===== src/rtl/pmem_arbiter.sv =====
`timescale 1ns/1ps
// pmem_arbiter
// Shares one physical-memory port between the I-cache miss path and the
// D-cache miss path. One line-sized transaction is granted at a time, and the
// memory response is routed back to the side that owns the grant. Conflicts
// are resolved round-robin. On the first tie after reset, D wins.
//
// Ports
//   clk, rst_n           clock (rising edge), asynchronous active-low reset
//   i_read, i_address    I-side line read request and its address
//   i_rdata, i_resp      I-side line data (qualified by i_resp) and done pulse
//   d_read, d_write      D-side line read / writeback request
//   d_address, d_wdata   D-side address and writeback data
//   d_rdata, d_resp      D-side line data (qualified by d_resp) and done pulse
//   pmem_*               memory port: read/write strobes, address, write data,
//                        read data and done pulse
//   cnt_*                saturating counters: I grants, D grants, and IDLE
//                        cycles in which both sides request
module pmem_arbiter #(
  parameter int ADDR_W = 32,
  parameter int LINE_W = 256,
  parameter int CNT_W  = 32
) (
  input  logic              clk,
  input  logic              rst_n,
  input  logic              i_read,
  input  logic [ADDR_W-1:0] i_address,
  output logic [LINE_W-1:0] i_rdata,
  output logic              i_resp,
  input  logic              d_read,
  input  logic              d_write,
  input  logic [ADDR_W-1:0] d_address,
  input  logic [LINE_W-1:0] d_wdata,
  output logic [LINE_W-1:0] d_rdata,
  output logic              d_resp,
  output logic              pmem_read,
  output logic              pmem_write,
  output logic [ADDR_W-1:0] pmem_address,
  output logic [LINE_W-1:0] pmem_wdata,
  input  logic [LINE_W-1:0] pmem_rdata,
  input  logic              pmem_resp,
  output logic [CNT_W-1:0]  cnt_i_grants,
  output logic [CNT_W-1:0]  cnt_d_grants,
  output logic [CNT_W-1:0]  cnt_conflicts
);

  typedef enum logic [1:0] {
    IDLE    = 2'd0,
    SERVE_I = 2'd1,
    SERVE_D = 2'd2
  } state_t;

  state_t state, state_nxt;
  logic   last_d;
  logic   i_req, d_req;
  logic   grant_i, grant_d, conflict;

  function automatic logic [CNT_W-1:0] sat_inc(input logic [CNT_W-1:0] v);
    if (&v) return v;
    return v + CNT_W'(1);
  endfunction

  assign i_req    = i_read;
  assign d_req    = d_read | d_write;
  assign conflict = (state == IDLE) && i_req && d_req;
  assign grant_i  = (state == IDLE) && (state_nxt == SERVE_I);
  assign grant_d  = (state == IDLE) && (state_nxt == SERVE_D);

  // Read data is a plain pass-through; only the resp pulse qualifies it.
  assign i_rdata = pmem_rdata;
  assign d_rdata = pmem_rdata;

  // State register
  always_ff @(posedge clk or negedge rst_n) begin
    if (!rst_n) state <= IDLE;
    else        state <= state_nxt;
  end

  // Next-state logic. A SERVE state always falls back to IDLE, so every pair
  // of transactions is separated by at least one IDLE cycle.
  always_comb begin
    state_nxt = state;
    unique case (state)
      IDLE: begin
        if (i_req && d_req) state_nxt = last_d ? SERVE_I : SERVE_D;
        else if (i_req)     state_nxt = SERVE_I;
        else if (d_req)     state_nxt = SERVE_D;
      end
      SERVE_I, SERVE_D: begin
        // The grant is held even if the request is dropped, until memory answers.
        if (pmem_resp) state_nxt = IDLE;
      end
      default: state_nxt = IDLE;
    endcase
  end

  // Output decode. Strobes depend on the registered state only; a new request
  // never reaches the memory port in the same cycle.
  always_comb begin
    pmem_read    = 1'b0;
    pmem_write   = 1'b0;
    pmem_address = '0;
    pmem_wdata   = '0;
    i_resp       = 1'b0;
    d_resp       = 1'b0;
    unique case (state)
      SERVE_I: begin
        pmem_read    = 1'b1;
        pmem_address = i_address;
        i_resp       = pmem_resp;
      end
      SERVE_D: begin
        // An illegal read+write from D is forwarded unchanged.
        pmem_read    = d_read;
        pmem_write   = d_write;
        pmem_address = d_address;
        pmem_wdata   = d_wdata;
        d_resp       = pmem_resp;
      end
      default: ;
    endcase
  end

  // Round-robin history: remembers which side was granted most recently.
  always_ff @(posedge clk or negedge rst_n) begin
    if (!rst_n)       last_d <= 1'b0;
    else if (grant_i) last_d <= 1'b0;
    else if (grant_d) last_d <= 1'b1;
  end

  always_ff @(posedge clk or negedge rst_n) begin
    if (!rst_n) begin
      cnt_i_grants  <= '0;
      cnt_d_grants  <= '0;
      cnt_conflicts <= '0;
    end else begin
      if (grant_i)  cnt_i_grants  <= sat_inc(cnt_i_grants);
      if (grant_d)  cnt_d_grants  <= sat_inc(cnt_d_grants);
      if (conflict) cnt_conflicts <= sat_inc(cnt_conflicts);
    end
  end

endmodule


===== config.mk =====
export PLATFORM = sky130hd
export DESIGN_NAME = pmem_arbiter
export DESIGN_NICKNAME = d
export VERILOG_FILES = /design/src/rtl/pmem_arbiter.sv
export SDC_FILE = /design/constraint.sdc
export NUM_CORES = 1
export LEC_CHECK = 0
export BUFFER_PORTS_ARGS = -buffer_cell sky130_fd_sc_hd__buf_2
export CAP_MARGIN = 10
export CORE_AREA = 4 4 583 585
export CTS_CLUSTER_DIAMETER = 150
export DETAILED_ROUTE_END_ITERATION = 8
export DIE_AREA = 0 0 587 589
export GPL_TIMING_DRIVEN = 0
export PLACE_DENSITY = 0.3
export SETUP_SLACK_MARGIN = 0.2
export SLEW_MARGIN = 20
export SYNTH_ARGS = -nofsm -noshare
export SYNTH_HDL_FRONTEND = slang
export SYNTH_SLANG_ARGS = --single-unit

===== constraint.sdc =====
create_clock -name clk -period 1.96 [get_ports clk]
set_input_delay 0.196 -clock clk [delete_from_list [all_inputs] [get_ports clk]]
set_output_delay 0.196 -clock clk [all_outputs]
set_load 0.02 [all_outputs]

# Word-level counts from Yosys, hierarchy flattened
# Cells that the tools add are included.
# Widths: inputs -> output; s select.
# classes
eq_ne,7
muxes,23
add_sub_neg,3
reduce_logical,14
bitwise_logic,1
# op_table
operator,count
$mux 256,1
$add 32x1->32 const B,3
$mux 32,3
$reduce_and 32->1,3
$pmux 32 s2,1
$mux 1,11
$mux 2,5
$ne 2x2->1 const B,3
$reduce_and 2->1,3
$logic_and 1x1->1,5
$eq 2x1->1 const B,2
$eq 2x2->1 const B,2
$pmux 2 s2,1
$logic_not 2->1,1
$pmux 1 s2,1
$reduce_bool 2->1,1
$reduce_or 2->1,1
$or 1x1->1,1
# word_totals
regBits,99
input_bits,582
wordCells,53

# Logic depth before layout (Yosys ltp)
# depth
depth_word,10
ltp_mapped,10
depth_no_buf,8

# Worst setup path before layout
# Ideal clock, no wire load.
# synth_timing
path_type,register -> register
from,reg state[0]
to,reg cnt_d_grants[4]
period_less_slack_ns,2.185
slack_ns,-0.225
path_stages_with_launch,11
t_arrival_ns,2.054
path_cell_list,dfrtp_1 > inv_1 > ha_1 > nor2b_1 > o21ai_1 > a211oi_2 > and2_0 > buf_2 > buf_2 > nand4_1 > xnor2_1
# synth_via
elab_chain_cells,7
elab_cells_between_ends,12
cone_classes,eq/ne: 3; mux: 5; reduce/logical: 4
# synth_rtl
element,line,text
from (decl),53,"state_t state, state_nxt;"
from (signal assigned),76,else state <= state_nxt;
$mux 2,87,else if (d_req) state_nxt = SERVE_D;
$mux 2,86,else if (i_req) state_nxt = SERVE_I;
$mux 2,85,if (i_req && d_req) state_nxt = last_d ? SERVE_I : SERVE_D;
$pmux 2 s2,83,unique case (state)
$eq 2x2->1,67,assign grant_d = (state == IDLE) && (state_nxt == SERVE_D);
$logic_and 1x1->1 *,67,
$reduce_and 2->1 (no line) *,--,
to (signal assigned),138,if (grant_d) cnt_d_grants <= sat_inc(cnt_d_grants);
to (decl),43,"output logic [CNT_W-1:0] cnt_d_grants,"
# Mark *: on every way between the ends. The rest lies on a longest branch, timed or not.
# A chain may end at the register's enable or synchronous reset.

# Final worst setup path
# layout_timing
from,reg state[0]
to,out pmem_wdata[246]
# layout_via
elab_chain_cells,2
# layout_rtl
element,line,text
$eq 2x2->1,106,unique case (state)
$mux 256,106,
to (decl),39,"output logic [LINE_W-1:0] pmem_wdata,"
# No other way between the ends.

==> impl_metrics.tcl <==
set metrics [dict create \
    synth_top_area_share 0.355 \
    die_width_um 587 \
    dieHeight_um 589 \
    critPathMaxStageDelay_ns 0.41 \
    synthesis.nets 1896 \
    synthMuxAreaShare 0.00208 \
    clk_path_buf_depth 2 \
    fmax_ghz 0.436 \
    grt_max_degree 64 \
    yosysMostFrequentCell "buf_4" \
    dp_hpwl_mm 227 \
    r2r_end "cnt_d_grants[4]" \
    synthTopCellsByCount "buf_4, and2_1, dfrtp_1" \
    wl_per_cell_um 34.2 \
    p_total_uw 28500 \
    fin_crit_ns 2.29 \
    maxCapViolCount 0 \
    fin_setup_tns_ns -66.22 \
    powerDensity_mw_per_mm2 973 \
    worstPathArrival_ns 2.10 \
    antenna_found_initial 170 \
    top_usage_layer "met2" \
    grtUsageMet2 0.208 \
    synth_fa_ha_area_frac 0.00808 \
    grt_pass1_vias 14600 \
    place_congestion 1.15 \
    combPwrFrac 0.835 \
    power_frac_seq 0.087 \
    status "finished, violations left" \
    synth_area_leaders "buf_4, dfrtp_1, and2_1" \
    violations "setup timing" \
    post_synth_instance_area_mm2 0.0108 \
    grt_pass1_wl_mm 272 \
    via_per_inst 2.16 \
    design_area_mm2 0.0292 \
    placed_area_mm2 0.0228 \
    synthToLayoutAreaGrowth_pct 170 \
    dieArea_mm2 0.346 \
    grt_usage 0.132 \
    ys_ff_latch 99 \
    wl_mm 241 \
    cts.sinks 99 \
    io_buffers 1225 \
    crit_top_cell "clkbuf_16" \
    synth-simple-area-share 0.278 \
    start_util 0.0323 \
    layout.nets 3228 \
    required_ns 1.76 \
    clockPowerShare 0.078 \
    synth_compound_area_frac 0.0362 \
    grt_overflow 0 \
    leakage_uw 0.0133 \
    ys_types 48 \
    p_switching_uw 14500 \
    worst_path_max_delay_cell "dfrtp_1" \
    fp-row-count 213 \
    drive_gt1_frac 0.864 \
    hold_slack_ns 0.194 \
    clk_pin_slew_ns 0.11 \
    ys_seq_area_frac 0.229 \
    synth.avg_cell_area_um2 8.29 \
    min_path_cells 4 \
    ios 1482 \
    min_period_over_period 1.17 \
    ys_async_sr_fraction 1.00 \
    cts_made_buffers 9 \
    ir_drop_mv 0.524 \
    reg2reg_from "state[0]" \
    cts_root_buf "clkbuf_16" \
    swShare 0.509 \
    hold_viol_final 0 \
    first_pass_iters 5 \
    core_mm2 0.335 \
    rsz0062_at_grt "true" \
    cp_cell_sequence "inv_2 -> ha_4 -> clkbuf_16 -> clkbuf_16 -> clkbuf_16 -> and2_4 -> buf_6" \
    worst_setup_path_end_kind "primary output" \
    synth_top_area_cell "buf_4" \
    clk_latency_ns 0.42 \
    drtIter0Drc 862 \
    fin_ws_ns -0.332 \
    critical_path.max_fanout 10 \
    synth_edf_count 0 \
    htree_levels 3 \
    cts_tree "yes" \
    synth-main-ff-cell "dfrtp_1" \
    synth_xor_area_frac 0.0735 \
    ant_nets 0 \
    drv_slew 0 \
    hp-class "input port to flop" \
    fin_worst_skew_ns 0.0210 \
    critPathKind "flop to primary output" \
    r2r_cells 12 \
    internal_power_uw 14000 \
    yosys_warnings 0 \
    tightest_slew_ns 0.618 \
    vias 15300 \
    setup_viol 366 \
    met1_usage 0.156 \
    start_kind "flop" \
    slew-limit-headroom 0.588 \
    r2r_slack_ns -0.33 \
    synth_top_family_by_area "buffers and inverters" \
    drc_errors 0 \
    use_met3 0.0816 \
    final_core_util 0.0872 \
    endpoint "pmem_wdata[246]" \
    crit_path_start "state[0]" \
    syn_inst 1307 \
]
## worst max-delay path, delay by kind of cell (launching register included)
family / cells / cell delay [ns]
AND/OR/NAND/NOR: 1 / 0.20
adder cells (fa/ha/maj): 1 / 0.20
buffers and inverters: 5 / 0.82
flip-flops: 1 / 0.41
## area by class of cell
class | instances | area (µm²)
Inverter | 6 | 22.5
Clock inverter | 6 | 61.3
Tap cell | 4407 | 5510
Clock buffer | 10 | 239
Sequential cell | 99 | 2510
Timing Repair Buffer | 1322 | 10600
Multi-Input combinational cell | 644 | 5680
Fill cell | 39200 | 306000
Antenna cell | 11 | 27.5
Buffer | 557 | 4570
## flip-flops by register name, indices dropped and copies added (netlist names)
register	count
cnt_d_grants	32
last_d	1
cnt_conflicts	32
state	2
cnt_i_grants	32
## through the flow
stage	worst slack (ns)	std cells
after global routing	-0.438	7052
after CTS	-0.455	6981
after detailed placement	-1.38	6940
after floorplan	-0.0674	1307
after global placement	-1.42	6939
final	-0.332	7062
## routing by layer
layer  share of wire  vias up
li1                -     6373
met1            0.41     7251
met2            0.44     1243
met3            0.13      341
met4           0.015       58
met5          0.0036        -
## logic make-up after synthesis
group / count (synthesis)
compound gates: 51
xor+xnor: 91
fa+ha+maj: 7
buf+inv: 564
flops: 99
mux: 2
simple gates: 493
## layout by cell type, fill, tap and decap left out, types with 9 or more instances in the layout
cell type	n
clkbuf_16	39
nor2_1	10
buf_4	548
nor2b_2	21
a22oi_2	23
nor2b_1	12
nand3_1	16
dfrtp_1	76
and2_1	35
buf_6	131
xor2_1	19
dfrtp_2	23
buf_12	142
buf_2	938
diode_2	11
a22oi_1	9
nand4_1	30
and3_1	22
and4_1	14
nand2_4	10
and2_4	230
buf_8	77
nand2_1	23
xnor2_1	66
nand3_2	14
## what timing repair did
action / 4_1_cts / 5_1_grt
setup buffers: 16 / 47
gates resized for setup: 673 / 870
cloned: 9 / 23
hold buffers: 1 / 0
pin swaps: 22 / 96
hold endpoints to repair: 62 / 0
setup endpoints to repair: 389 / 389
## worst min path at each step
stage / from / end
after global placement: cnt_d_grants[11] / cnt_d_grants[11]
after floorplan: rst_n / cnt_conflicts[0]
final: d_read / state[0]
after detailed placement: rst_n / cnt_conflicts[19]
after CTS: d_read / state[0]
after global routing: d_read / state[0]
## power groups by stage
stage / logic (µW) / clock network [µW] / registers (µW)
detailed placement: 15400 / 0 / 2490
CTS: 19300 / 2430 / 2440
floorplan: 6260 / 0 / 2620
global placement: 15400 / 0 / 2480
global route: 24900 / 2430 / 2490
finish: 23800 / 2230 / 2470
(Power assumes the default switching activity.)
